$ cat src/rtl/sync_cnt_pkg.sv
// Shared types and the next-state step function for the synchronous modulo-N counter.
// Used by sync_mod_counter_divider; widths up to CNT_MAX_W-1 bits are supported.
package sync_cnt_pkg;

  typedef enum logic {
    DIR_UP   = 1'b0,
    DIR_DOWN = 1'b1
  } dir_e;

  localparam int unsigned CNT_MAX_W = 32;

  typedef struct packed {
    logic                 wrap;
    logic [CNT_MAX_W-1:0] next;
  } step_t;

  // One enabled step of a modulo-'modulus' counter; 'wrap' flags the edge that
  // crosses the sequence boundary in either direction.
  function automatic step_t next_count(input logic [CNT_MAX_W-1:0] cur,
                                       input dir_e                 dir,
                                       input logic [CNT_MAX_W-1:0] modulus);
    step_t s;
    s.wrap = 1'b0;
    s.next = cur;
    if (dir == DIR_UP) begin
      if (cur == modulus - 32'd1) begin
        s.wrap = 1'b1;
        s.next = '0;
      end else begin
        s.next = cur + 32'd1;
      end
    end else begin
      if (cur == '0) begin
        s.wrap = 1'b1;
        s.next = modulus - 32'd1;
      end else begin
        s.next = cur - 32'd1;
      end
    end
    return s;
  endfunction

endpackage

$ cat src/rtl/sync_mod_counter_divider.sv
// Fully synchronous modulo-N up/down counter with terminal-count strobe and 50% divided output.
// Optional parallel load is compiled in when SYNC_CNT_LOAD_EN is defined.
module sync_mod_counter_divider
  import sync_cnt_pkg::*;
#(
  parameter int unsigned WIDTH   = 4,
  parameter int unsigned MODULUS = 16
) (
  input  logic             clk,
  input  logic             rst,
  input  logic             en,
  input  dir_e             dir,
`ifdef SYNC_CNT_LOAD_EN
  input  logic             load,
  input  logic [WIDTH-1:0] load_val,
`endif
  output logic [WIDTH-1:0] count,
  output logic             tc,
  output logic             div_out
);

  if (WIDTH < 1 || WIDTH >= CNT_MAX_W) begin : g_bad_width
    $error("sync_mod_counter_divider: WIDTH=%0d out of range 1..%0d", WIDTH, CNT_MAX_W - 1);
  end
  if (MODULUS < 2 || MODULUS > (1 << WIDTH)) begin : g_bad_modulus
    $error("sync_mod_counter_divider: MODULUS=%0d out of range 2..2**WIDTH", MODULUS);
  end

  localparam logic [CNT_MAX_W-1:0] MOD_EXT = CNT_MAX_W'(MODULUS);
  localparam logic [WIDTH-1:0]     MAX_VAL = WIDTH'(MODULUS - 1);

  logic [WIDTH-1:0] count_q, count_d;
  logic             tc_q, tc_d;
  logic             div_q, div_d;

  logic             load_sel;
  logic [WIDTH-1:0] load_clamped;
  step_t            step_s;
  logic             unused_step_hi;

`ifdef SYNC_CNT_LOAD_EN
  assign load_sel     = load;
  assign load_clamped = (CNT_MAX_W'(load_val) >= MOD_EXT) ? MAX_VAL : load_val;
`else
  assign load_sel     = 1'b0;
  assign load_clamped = '0;
`endif

  assign step_s         = next_count(CNT_MAX_W'(count_q), dir, MOD_EXT);
  assign unused_step_hi = ^step_s.next[CNT_MAX_W-1:WIDTH];

  always_comb begin
    // NOTE: every combinational output gets a default first so no path leaves it unassigned (no latch).
    count_d = count_q;
    tc_d    = 1'b0;
    div_d   = div_q;
    if (load_sel) begin
      count_d = load_clamped;
    end else if (en) begin
      count_d = step_s.next[WIDTH-1:0];
      tc_d    = step_s.wrap;
      div_d   = div_q ^ step_s.wrap;
    end
  end

  always_ff @(posedge clk) begin
    // NOTE: state flops use non-blocking assignments so all registers update from pre-edge values.
    if (rst) begin
      count_q <= '0;
      tc_q    <= 1'b0;
      div_q   <= 1'b0;
    end else begin
      count_q <= count_d;
      tc_q    <= tc_d;
      div_q   <= div_d;
    end
  end

  assign count   = count_q;
  assign tc      = tc_q;
  assign div_out = div_q;

endmodule

$ cat config.mk
export PLATFORM = sky130hd
export DESIGN_NAME = sync_mod_counter_divider
export DESIGN_NICKNAME = d
export VERILOG_FILES = /design/src/rtl/sync_cnt_pkg.sv /design/src/rtl/sync_mod_counter_divider.sv
export SDC_FILE = /design/constraint.sdc
export NUM_CORES = 1
export LEC_CHECK = 0
export ABC_AREA = 0
export CAP_MARGIN = 20
export CORE_AREA = 5 5 42 44
export CTS_CLUSTER_SIZE = 24
export DETAILED_ROUTE_END_ITERATION = 10
export DIE_AREA = 0 0 47 49
export SYNTH_ARGS = -nofsm -noshare
export SYNTH_HDL_FRONTEND = slang
export SYNTH_SLANG_ARGS = --single-unit
$ cat constraint.sdc
create_clock -name clk -period 2.2 [get_ports clk]
set_clock_uncertainty 0.2 [all_clocks]
set_input_delay 0.33 -clock clk [delete_from_list [all_inputs] [get_ports clk]]
set_output_delay 0.33 -clock clk [all_outputs]
set_load 0.01 [all_outputs]
==> impl_summary.log <==
[metrics] status: finished, final reports clean
[metrics] CTS root buf: sky130_fd_sc_hd__clkbuf_4
[metrics] minimum setup slack among reg-to-reg paths: roughly 0.32 ns
[metrics] effective utilization at floorplan: 25.54%
[metrics] Post-Synthesis Cells: about 40
[metrics] Detailed Routing Iterations Pass 1: 4
[metrics] register share of total power: a little over two fifths
[metrics] clock transition at the registers of the reported paths: about 0.05 ns
[metrics] Row Count: 14
[metrics] Hold-fix buffers, CTS: 0
[metrics] cell internal pwr: 0.2275 mW
[metrics] switching pwr: 0.09320 mW
[metrics] combined area of all synthesized cells: roughly 360 um2
[metrics] actual transition at the worst max-transition pin: roughly 0.44 ns
[metrics] Gates resized, CTS repair: 0
[metrics] met3 demand-to-capacity share in global routing: approximately 5.5%
[metrics] total number of vias: 326
[metrics] post-synth top area cell: sky130_fd_sc_hd__dfxtp_1
[metrics] Pwr per Cell Area: ~660 mW/mm2
[metrics] largest net degree at the start of global routing: 11
[metrics] global-route wire length before repair: roughly 1200 um
[metrics] Synth top cells by count: sky130_fd_sc_hd__dfxtp_1, sky130_fd_sc_hd__nor2_1, sky130_fd_sc_hd__inv_1
[metrics] final worst path period need: around 1.9 ns
[metrics] area share of the largest cell type after synthesis: between 30% and 40%
[metrics] via/cell ratio: around 4.8
[metrics] TNS Setup: 0 ns
[metrics] Post-Layout Inst Area: between 400 and 500 um2
[metrics] die width: around 47 um
[metrics] # H-tree levels: 1
[metrics] critical path class: reg -> reg
[metrics] Seq/Total Area, Yosys: approximately a third
[metrics] gpl congestion: about 0.80
[metrics] static power due to leakage: about 0.19 nW
[metrics] GR Util met1: under 10%
[metrics] count of flip-flops with a built-in enable after synthesis: 0
[metrics] Arr. time, crit path: between 1.5 and 2 ns
[metrics] kind of end point of the critical path: flip-flop
[metrics] met2 Usage GRT: under 10%
[metrics] gr busiest metal: met1
[metrics] cells taking the most area after synthesis: sky130_fd_sc_hd__dfxtp_1, sky130_fd_sc_hd__ha_1, sky130_fd_sc_hd__nor2_1, sky130_fd_sc_hd__xnor2_1, sky130_fd_sc_hd__a211oi_1
[metrics] kind of launch point of the worst setup path: flip-flop
[metrics] Antenna Cells: 0
[metrics] synth unique cells: 25
[metrics] Max Transition Viols Final: 0
[metrics] Post-CTS Setup Repair Bufs: 0
[metrics] fraction of power consumed by the clock network: about a third
[metrics] clock tree from TritonCTS: built
[metrics] placed cell areas: between 400 and 500 um2
[metrics] Peak supply drop: ~280 uV
[metrics] net count of the finished layout: 60
[metrics] power share of the combinational group: between 20 and 25%
[metrics] peak fanout along the critical path: 6
[metrics] total clock buffers created by CTS: 3
[metrics] DRC marker count from the first detailed-route iteration: 2
[metrics] DRC Markers: 0
[metrics] Routed wire per std cell: approximately 11 um
[metrics] clock network latency to the later pin of the worst-skew pair: 0.25 ns
[metrics] maxcap violations: 0
[metrics] Placeable Area: between 0.001 and 0.0015 mm2
[metrics] Layout area overhead: 36.71%
[metrics] path class of the lowest-slack min-delay path: reg -> reg
[metrics] Buffers on Ports: 9
[metrics] required time of the worst setup path: 2.14 ns
[metrics] post-route fraction of the period consumed by the critical path: roughly 86%
[metrics] number of sinks on the clock net: 6
[metrics] antenna violations before repair: 0
[metrics] Synthesis Warnings: 0
[metrics] total of endpoints with negative setup slack in the final report: 0
[metrics] normalized max-slew margin: 70.18%
[metrics] most instantiated library cell after synthesis: sky130_fd_sc_hd__dfxtp_1
[metrics] average cell area after synthesis: approximately 8.7 um2
[metrics] final hold violation count: 0
[metrics] final wirelength: approximately 760 um
[metrics] via count of the first global-routing pass: 264
[metrics] dominant synthesized flop cell: sky130_fd_sc_hd__dfxtp_1
[metrics] height of the chip: ~50 um
[metrics] Switching Share: between 20% and 30%
[metrics] setup repair after global routing missed its margin: false
[metrics] number of filler instances in the final layout: roughly 160
[metrics] Clock Path Buffers: 2
[metrics] number of nets produced by synthesis: 47
[metrics] I/O pin count: 10
[metrics] global-route total usage across every layer: 8.169%
[metrics] die area: ~0.0023 mm2
[metrics] share of flip-flops with an asynchronous set or reset after synthesis: 0%
[metrics] antenna violation net count after detailed routing: 0
[metrics] Synth Register Bits: 6
[metrics] remaining global-route overflow: 0
[metrics] hpwl dp: around 570 um
[metrics] ratio of cells with drive above 1 in the final layout: slightly below 20%
[metrics] maximum clock frequency: ~530 MHz
-- per-layer routing --
metal | vias to the layer above | part of all wire, %
met1 | 140 | 49
li1 | 171 | -
met3 | 4 | 5.1
met4 | 0 | 4.1
met5 | - | 0
met2 | 11 | 42
-- sequential cells by signal, summed over array words and instances (netlist names) --
signal   count
tc           1
div_out      1
count        4
-- critical path: stages (launching register included) --
cell and delay [ns]:
sky130_fd_sc_hd__dfxtp_1 0.43, sky130_fd_sc_hd__inv_1 0.10, sky130_fd_sc_hd__ha_1 0.24, sky130_fd_sc_hd__and4bb_2 0.22, sky130_fd_sc_hd__o21ai_0 0.22, sky130_fd_sc_hd__mux2_2 0.36
-- cell usage in the layout (no fill, tap or decap), types with 2 or more instances in the layout --
cell                              count
sky130_fd_sc_hd__clkbuf_4             3
sky130_fd_sc_hd__ha_1                 2
sky130_fd_sc_hd__inv_1                4
sky130_fd_sc_hd__clkdlybuf4s50_1      9
sky130_fd_sc_hd__dfxtp_1              6
sky130_fd_sc_hd__a211oi_1             2
sky130_fd_sc_hd__o21ai_0              2
sky130_fd_sc_hd__nor2_1               5
sky130_fd_sc_hd__xnor2_1              2
-- cell type report --
type                    instances  area (um2)  area share (%)
clock buffers                   3       22.52           4.604
inverters                       5       18.77           3.836
multi-input cells              28       210.2           42.97
flip-flops and latches          6       120.1           24.55
well taps                      16       20.02           4.092
repair buffers                 10       97.59           19.95
-- power by group through the flow --
stage / combinational [mW] / sequential (mW) / clock [mW]
floorplan: 0.0453 / 0.135 / 0
global route: 0.0880 / 0.136 / 0.126
CTS: 0.0807 / 0.134 / 0.113
global placement: 0.0797 / 0.136 / 0
detailed placement: 0.0801 / 0.136 / 0
finish: 0.0799 / 0.134 / 0.107
-- logic make-up (layout without fill, tap and decap cells) --
group	Yosys count	count (layout)	share of synthesized area (%)
simple gates	12	12	20.63
compound gates	10	10	20.28
buf+inv	7	18	7.688
flops	6	6	33.57
fa+ha+maj	2	2	6.992
xor+xnor	2	2	4.896
mux	2	2	5.944
-- metrics by stage --
stage / hold WS [ns] / worst slack [ns] / total power [mW] / instances / util (%)
6_report: 0.3487 / 0.3174 / 0.3207 / 68 / 34.91
5_1_grt: 0.3924 / 0.2103 / 0.3499 / 68 / 34.91
4_1_cts: 0.3551 / 0.3033 / 0.3275 / 68 / 34.91
3_5_place_dp: 0.3449 / 0.2263 / 0.2163 / 65 / 33.30
3_3_place_gp: 0.3359 / 0.2660 / 0.2160 / 65 / 33.30
2_1_floorplan: 0.1991 / 0.3756 / 0.1808 / 41 / -
-- worst paths after layout --
path	from	to	cells past startpoint
setup / recovery	count[0]	div_out	5
setup reg to reg	count[0]	div_out	5
hold / removal	count[1]	count[1]	2
hold reg to reg	count[1]	count[1]	2
Note: power is estimated with default switching activity, not from simulation.
